==> src/rtl/uart_rx_param.sv <==
// Parametrised UART receiver: synchroniser, 3-sample majority vote per bit,
// false-start rejection, parity/framing/break flags and an output FIFO with a
// valid/ready handshake.
module uart_rx_param #(
    parameter int unsigned CLKS_PER_BIT = 8474,
    parameter int unsigned DATA_BITS    = 8,
    parameter int unsigned PARITY       = 0,
    parameter int unsigned STOP_BITS    = 1,
    parameter int unsigned FIFO_DEPTH   = 4,
    parameter int unsigned SYNC_STAGES  = 2
) (
    input  logic                 clk,
    input  logic                 reset,
    input  logic                 i_uart_rx,
    input  logic                 o_tready,
    output logic                 o_tvalid,
    output logic [DATA_BITS-1:0] o_tdata,
    output logic [2:0]           o_tuser,
    output logic                 o_overflow,
    input  logic                 i_ovf_clr,
    output logic                 o_busy
);

    localparam int unsigned CW = $clog2(CLKS_PER_BIT);
    localparam int unsigned H  = CLKS_PER_BIT / 2;
    localparam int unsigned IW = $clog2(DATA_BITS);
    localparam int unsigned AW = $clog2(FIFO_DEPTH);
    localparam int unsigned EW = DATA_BITS + 3;

    localparam logic [2:0] S_IDLE      = 3'd0;
    localparam logic [2:0] S_START     = 3'd1;
    localparam logic [2:0] S_DATA      = 3'd2;
    localparam logic [2:0] S_PARITY    = 3'd3;
    localparam logic [2:0] S_STOP      = 3'd4;
    localparam logic [2:0] S_WAIT_HIGH = 3'd5;

    logic [SYNC_STAGES-1:0] sync_q;
    logic                   rxs, rxs_prev_q, fall;
    logic [2:0]             state_q, state_d;
    logic [CW-1:0]          cnt_q;
    logic [IW-1:0]          bit_idx_q;
    logic                   stop_idx_q, stop_last;
    logic [DATA_BITS-1:0]   data_q;
    logic                   par_bit_q, stop0_q, par_err_q, frame_err_q;
    logic                   v0_q, v1_q, maj;
    logic                   at_vote, at_push, at_end, brk, push;
    logic [EW-1:0]          entry;

    logic [EW-1:0]          mem_q [FIFO_DEPTH];
    logic [AW:0]            wr_ptr_q, rd_ptr_q;
    logic                   empty, full, pop, wr_en, ovf_set;
    logic [EW-1:0]          head;

    assign rxs       = sync_q[SYNC_STAGES-1];
    assign fall      = rxs_prev_q & ~rxs;
    assign maj       = (v0_q & v1_q) | (v0_q & rxs) | (v1_q & rxs);
    assign at_vote   = cnt_q == CW'(H + 1);
    assign at_push   = cnt_q == CW'(H + 2);
    assign at_end    = cnt_q == CW'(CLKS_PER_BIT - 1);
    assign stop_last = (STOP_BITS == 1) ? 1'b1 : stop_idx_q;
    assign brk       = (data_q == '0) && ((PARITY == 0) || !par_bit_q) && !stop0_q;
    assign entry     = {brk, frame_err_q | brk, par_err_q, data_q};

    // Synchroniser preset to idle-high so reset never looks like a start edge.
    always_ff @(posedge clk or posedge reset) begin
        if (reset) begin
            sync_q     <= '1;
            rxs_prev_q <= 1'b1;
        end else begin
            sync_q     <= {sync_q[SYNC_STAGES-2:0], i_uart_rx};
            rxs_prev_q <= rxs;
        end
    end

    // Next-state decode; the frame is pushed one cycle after the last stop vote.
    always_comb begin
        state_d = state_q;
        push    = 1'b0;
        case (state_q)
            S_IDLE:      if (fall) state_d = S_START;
            S_START: begin
                if (at_vote && maj) state_d = S_IDLE;
                else if (at_end)    state_d = S_DATA;
            end
            S_DATA: begin
                if (at_end && bit_idx_q == IW'(DATA_BITS - 1))
                    state_d = (PARITY != 0) ? S_PARITY : S_STOP;
            end
            S_PARITY:    if (at_end) state_d = S_STOP;
            S_STOP: begin
                if (at_push && stop_last) begin
                    push    = 1'b1;
                    state_d = brk ? S_WAIT_HIGH : S_IDLE;
                end
            end
            S_WAIT_HIGH: if (rxs) state_d = S_IDLE;
            default:     state_d = S_IDLE;
        endcase
    end

    // State register.
    always_ff @(posedge clk or posedge reset) begin
        if (reset) state_q <= S_IDLE;
        else       state_q <= state_d;
    end

    // Bit timer, vote samples and per-frame capture registers.
    always_ff @(posedge clk or posedge reset) begin
        if (reset) begin
            cnt_q       <= '0;
            bit_idx_q   <= '0;
            stop_idx_q  <= 1'b0;
            data_q      <= '0;
            par_bit_q   <= 1'b0;
            stop0_q     <= 1'b1;
            par_err_q   <= 1'b0;
            frame_err_q <= 1'b0;
            v0_q        <= 1'b1;
            v1_q        <= 1'b1;
        end else if (state_q == S_IDLE) begin
            cnt_q <= '0;
            if (fall) begin
                bit_idx_q   <= '0;
                stop_idx_q  <= 1'b0;
                data_q      <= '0;
                par_bit_q   <= 1'b0;
                stop0_q     <= 1'b1;
                par_err_q   <= 1'b0;
                frame_err_q <= 1'b0;
            end
        end else begin
            cnt_q <= at_end ? '0 : cnt_q + CW'(1);
            if (cnt_q == CW'(H - 1)) v0_q <= rxs;
            if (cnt_q == CW'(H))     v1_q <= rxs;
            if (at_vote) begin
                case (state_q)
                    S_DATA:   data_q[bit_idx_q] <= maj;
                    S_PARITY: begin
                        par_bit_q <= maj;
                        par_err_q <= ((^data_q) ^ maj) != (PARITY == 1);
                    end
                    S_STOP: begin
                        if (!maj)        frame_err_q <= 1'b1;
                        if (!stop_idx_q) stop0_q     <= maj;
                    end
                    default: ;
                endcase
            end
            if (at_end && state_q == S_DATA) bit_idx_q  <= bit_idx_q + IW'(1);
            if (at_end && state_q == S_STOP) stop_idx_q <= 1'b1;
        end
    end

    // FIFO: extra pointer bit separates full from empty.
    assign empty   = wr_ptr_q == rd_ptr_q;
    assign full    = (wr_ptr_q[AW] != rd_ptr_q[AW]) && (wr_ptr_q[AW-1:0] == rd_ptr_q[AW-1:0]);
    assign pop     = o_tvalid & o_tready;
    assign wr_en   = push & (~full | pop);
    assign ovf_set = push & full & ~pop;
    assign head    = mem_q[rd_ptr_q[AW-1:0]];

    // FIFO storage and pointers.
    always_ff @(posedge clk or posedge reset) begin
        if (reset) begin
            wr_ptr_q <= '0;
            rd_ptr_q <= '0;
            for (int i = 0; i < FIFO_DEPTH; i++) mem_q[i] <= '0;
        end else begin
            if (wr_en) begin
                mem_q[wr_ptr_q[AW-1:0]] <= entry;
                wr_ptr_q                <= wr_ptr_q + (AW + 1)'(1);
            end
            if (pop) rd_ptr_q <= rd_ptr_q + (AW + 1)'(1);
        end
    end

    // Sticky overflow; a simultaneous set beats the clear.
    always_ff @(posedge clk or posedge reset) begin
        if (reset)          o_overflow <= 1'b0;
        else if (ovf_set)   o_overflow <= 1'b1;
        else if (i_ovf_clr) o_overflow <= 1'b0;
    end

    assign o_tvalid = ~empty;
    assign o_tdata  = head[DATA_BITS-1:0];
    assign o_tuser  = head[EW-1:DATA_BITS];
    assign o_busy   = state_q != S_IDLE;

endmodule

==> config.mk <==
export PLATFORM = sky130hd
export DESIGN_NAME = uart_rx_param
export DESIGN_NICKNAME = d
export VERILOG_FILES = /design/src/rtl/uart_rx_param.sv
export SDC_FILE = /design/constraint.sdc
export NUM_CORES = 1
export LEC_CHECK = 0
export BUFFER_PORTS_ARGS = -buffer_cell sky130_fd_sc_hd__buf_2
export CAP_MARGIN = 20
export CORE_ASPECT_RATIO = 0.9
export CORE_UTILIZATION = 31
export CTS_BUF_LIST = sky130_fd_sc_hd__clkbuf_8
export DETAILED_ROUTE_END_ITERATION = 7
export GPL_TIMING_DRIVEN = 0
export MAX_ROUTING_LAYER = met4
export PLACE_DENSITY = 0.53
export SLEW_MARGIN = 20
export SYNTH_ARGS = -nofsm -noshare
export SYNTH_HDL_FRONTEND = slang
export SYNTH_SLANG_ARGS = --single-unit
==> constraint.sdc <==
create_clock -name clk -period 3 [get_ports clk]
set_input_delay 0.15 -clock clk [delete_from_list [all_inputs] [get_ports clk]]
set_output_delay 0.15 -clock clk [all_outputs]
set_load 0.05 [all_outputs]
==> flow_metrics.tcl <==
set metrics [dict create \
    ir_worst_vdd_mv 0.180 \
    cts_tree "yes" \
    io_buffers 18 \
    initial_core_util_pct 31.9 \
    layout_min_cycle_time_ns 2.25 \
    design_power_total_uw 2400 \
    drc 0 \
    drtIter0Drc 174 \
    multi_input_area_um2 2300 \
    synthTopCellsByArea "dfrtp_1 43%, mux2_4 12%, mux4_2 5.2%" \
    clockBufferDepth 2 \
    critPathKind "register to output pin" \
    synth-seq-cells 88 \
    worst_pin_slew_ns 0.776 \
    cts_resized 0 \
    nFillCells 1473 \
    die_area_um2 15700 \
    drtPass1Iterations 4 \
    cp.arrival_ns 2.10 \
    p_comb_share_pct 13.0 \
    ys.flop_type "dfrtp_1" \
    synth_area_um2 4730 \
    yosysMostFrequentCell "dfrtp_1" \
    place_congestion 0.819 \
    hold_violations 0 \
    async_flop_share_pct 100 \
    p_sw_share_pct 29.6 \
    status "complete, no violations" \
    grt_max_degree 46 \
    ant_nets 0 \
    num_vias 2927 \
    area_growth_pct 12.1 \
    clock_sinks 88 \
    std_cell_rows 42 \
    reg2reg_to "mem_q[7]" \
    drive_above_1_share_pct 30.8 \
    leakagePower_uw 0.00235 \
    seqCellArea_um2 2210 \
    synth.top_cells.by_count "82 x dfrtp_1, 39 x mux2_4, 31 x nor2_1" \
    htree_levels 3 \
    cp-start-kind "register" \
    internal-power_uw 1690 \
    synth_area_leader_cell "dfrtp_1" \
    r2r_cells 7 \
    rsz0062_at_grt "no" \
    rr_startpoint "cnt_q[0]" \
    cts-root-buf "clkbuf_8" \
    avgViaCountPerCell 4.77 \
    setup_viol 0 \
    dp_hpwl_mm 6.62 \
    seq_power_share_pct 55.6 \
    wl_per_cell_um 15.3 \
    yosys_warnings 0 \
    reg2reg_slack_ns 0.79 \
    maxCapViolCount 0 \
    slew_violations 0 \
    clkPwrFrac_pct 31.4 \
    timing.final.crit_share_pct 75.1 \
    setup_slack_ns 0.746 \
    critPathLaunch "rd_ptr_q[0]" \
    nNetsFinal 431 \
    required_ns 2.85 \
    critPathCapture "o_tdata[7]" \
    dieWidth_um 132 \
    ys_types 55 \
    insertion_delay_ns 0.36 \
    critPathMaxFanout 10 \
    antenna_found_initial 0 \
    overflow 0 \
    synth.net_count 398 \
    hold_class "input port to register" \
    grt_pass1_vias 3045 \
    max_clock_freq_mhz 444 \
    io_pins 19 \
    groute.usage.overall_pct 13.5 \
    pre_cts_ws_ns 0.772 \
    clk_pin_slew_ns 0.09 \
    p_per_area_nw_per_um2 453 \
    netlist_instances 378 \
    die_h_um 119 \
    drt_wl_total_mm 9.42 \
    end_kind "output pin" \
    synth_area_per_cell_um2 12.5 \
    fin_worst_skew_ns 0.00870 \
    yosysSeqAreaShare_pct 46.8 \
    grt_first_pass_wirelength_mm 16.3 \
    cts_buffers 9 \
    core_area_um2 14800 \
    synth-edff-count 0 \
    slew_headroom_pct 47.8 \
    synth_top_area_share_pct 43.4 \
    antenna_cells 0 \
    switchingPower_uw 710 \
]
## cell usage in the layout (no fill, tap or decap), types with 2 or more instances in the layout
master	n
and3_1	5
a31oi_1	3
nor4_1	3
clkinv_4	2
a21oi_1	12
ha_1	15
dlygate4sd3_1	3
nand3_1	9
inv_1	18
buf_12	4
o21ai_0	6
xor2_1	8
nand3_2	2
buf_2	23
or3_1	2
nand2_1	28
xnor2_1	15
dfrtp_1	82
nor3_1	4
mux4_2	11
and4b_1	2
mux2_2	9
nand4_2	2
nand3b_1	4
nand4_1	6
clkbuf_8	10
o22ai_1	8
and3_4	4
nor2_1	31
dfstp_2	6
mux2_4	39
clkbuf_1	9
nor4b_4	2
## area by class of cell
class / instances / share of cell area [%]
clock inverter: 6 / 0.708
inverter: 17 / 1.25
buffer: 19 / 2.83
sequential: 88 / 41.7
clock buffer: 10 / 2.60
tap: 198 / 4.68
timing repair buffer: 22 / 2.79
multi-input combinational: 254 / 43.4
## critical path, stage by stage (launching register included)
cell and delay (ns):
dfrtp_1 0.51, buf_2 0.41, mux4_2 0.59, buf_2 0.23
## state kept, by name, summed over array words and instances (netlist names)
signal	flops
sync_q	2
bit_idx_q	3
wr_ptr_q	3
frame_err_q	1
v1_q	1
state_q	3
stop0_q	1
o_overflow	1
v0_q	1
stop_idx_q	1
rd_ptr_q	3
rxs_prev_q	1
cnt_q	14
data_q	8
mem_q	44
par_err_q	1
## metal layers
metal  vias to the layer above  global-route usage [%]  part of all wire (%)
li1                       1408                       -                     -
met1                      1470                    18.9                    52
met2                        41                    19.1                    44
met3                         8                    3.87                   3.1
met4                         0                    3.34                  0.88
met5                         -                       -                     0
## how the worst min path moves through the flow
stage                     depth (start not counted)       from     endpoint  slack, ns
final                                             3   o_tready  rd_ptr_q[0]       0.10
after global routing                              3   o_tready  rd_ptr_q[0]       0.07
after CTS                                         3   o_tready  rd_ptr_q[0]       0.08
after detailed placement                          2      reset   o_overflow       0.26
after global placement                            1  i_uart_rx    sync_q[0]       0.26
after floorplan                                   0  i_uart_rx    sync_q[0]       0.15
## power by group through the flow
stage                     Combinational [uW]  Sequential (uW)  Clock, uW
final                                    311             1330        753
after global routing                     356             1340        833
after CTS                                317             1330        787
after detailed placement                 311             1360          0
after global placement                   300             1350          0
after floorplan                          240             1330          0
## cell families (layout without fill, tap and decap cells)
logic type / Yosys count / count (layout) / synth area share (%)
flip-flops: 88 / 88 / 46.8
AO/OA/AOI/OAI: 37 / 37 / 5.11
AND/OR/NAND/NOR: 118 / 118 / 15.2
adder cells (fa/ha/maj): 16 / 16 / 4.18
multiplexers: 60 / 60 / 20.0
buffers and inverters: 36 / 74 / 4.53
XOR/XNOR: 23 / 23 / 4.26
## stage by stage
step	hold WS [ns]	util, %	cells	setup TNS [ns]	area (um^2)
finish	0.100	35.8	614	0	5300
global route	0.0745	35.8	614	0	5300
CTS	0.0763	35.8	614	0	5300
detailed placement	0.259	34.4	595	0	5090
global placement	0.257	34.2	594	-36.82	5060
floorplan	0.154	-	378	0	4730
## timing repair
item | 4_1_cts | 5_1_grt
hold endpoints to repair | 41 | 0
buffers inserted | 0 | 0
setup endpoints to repair | 0 | 0
hold buffers | 3 | 0
(Power assumes the default switching activity.)
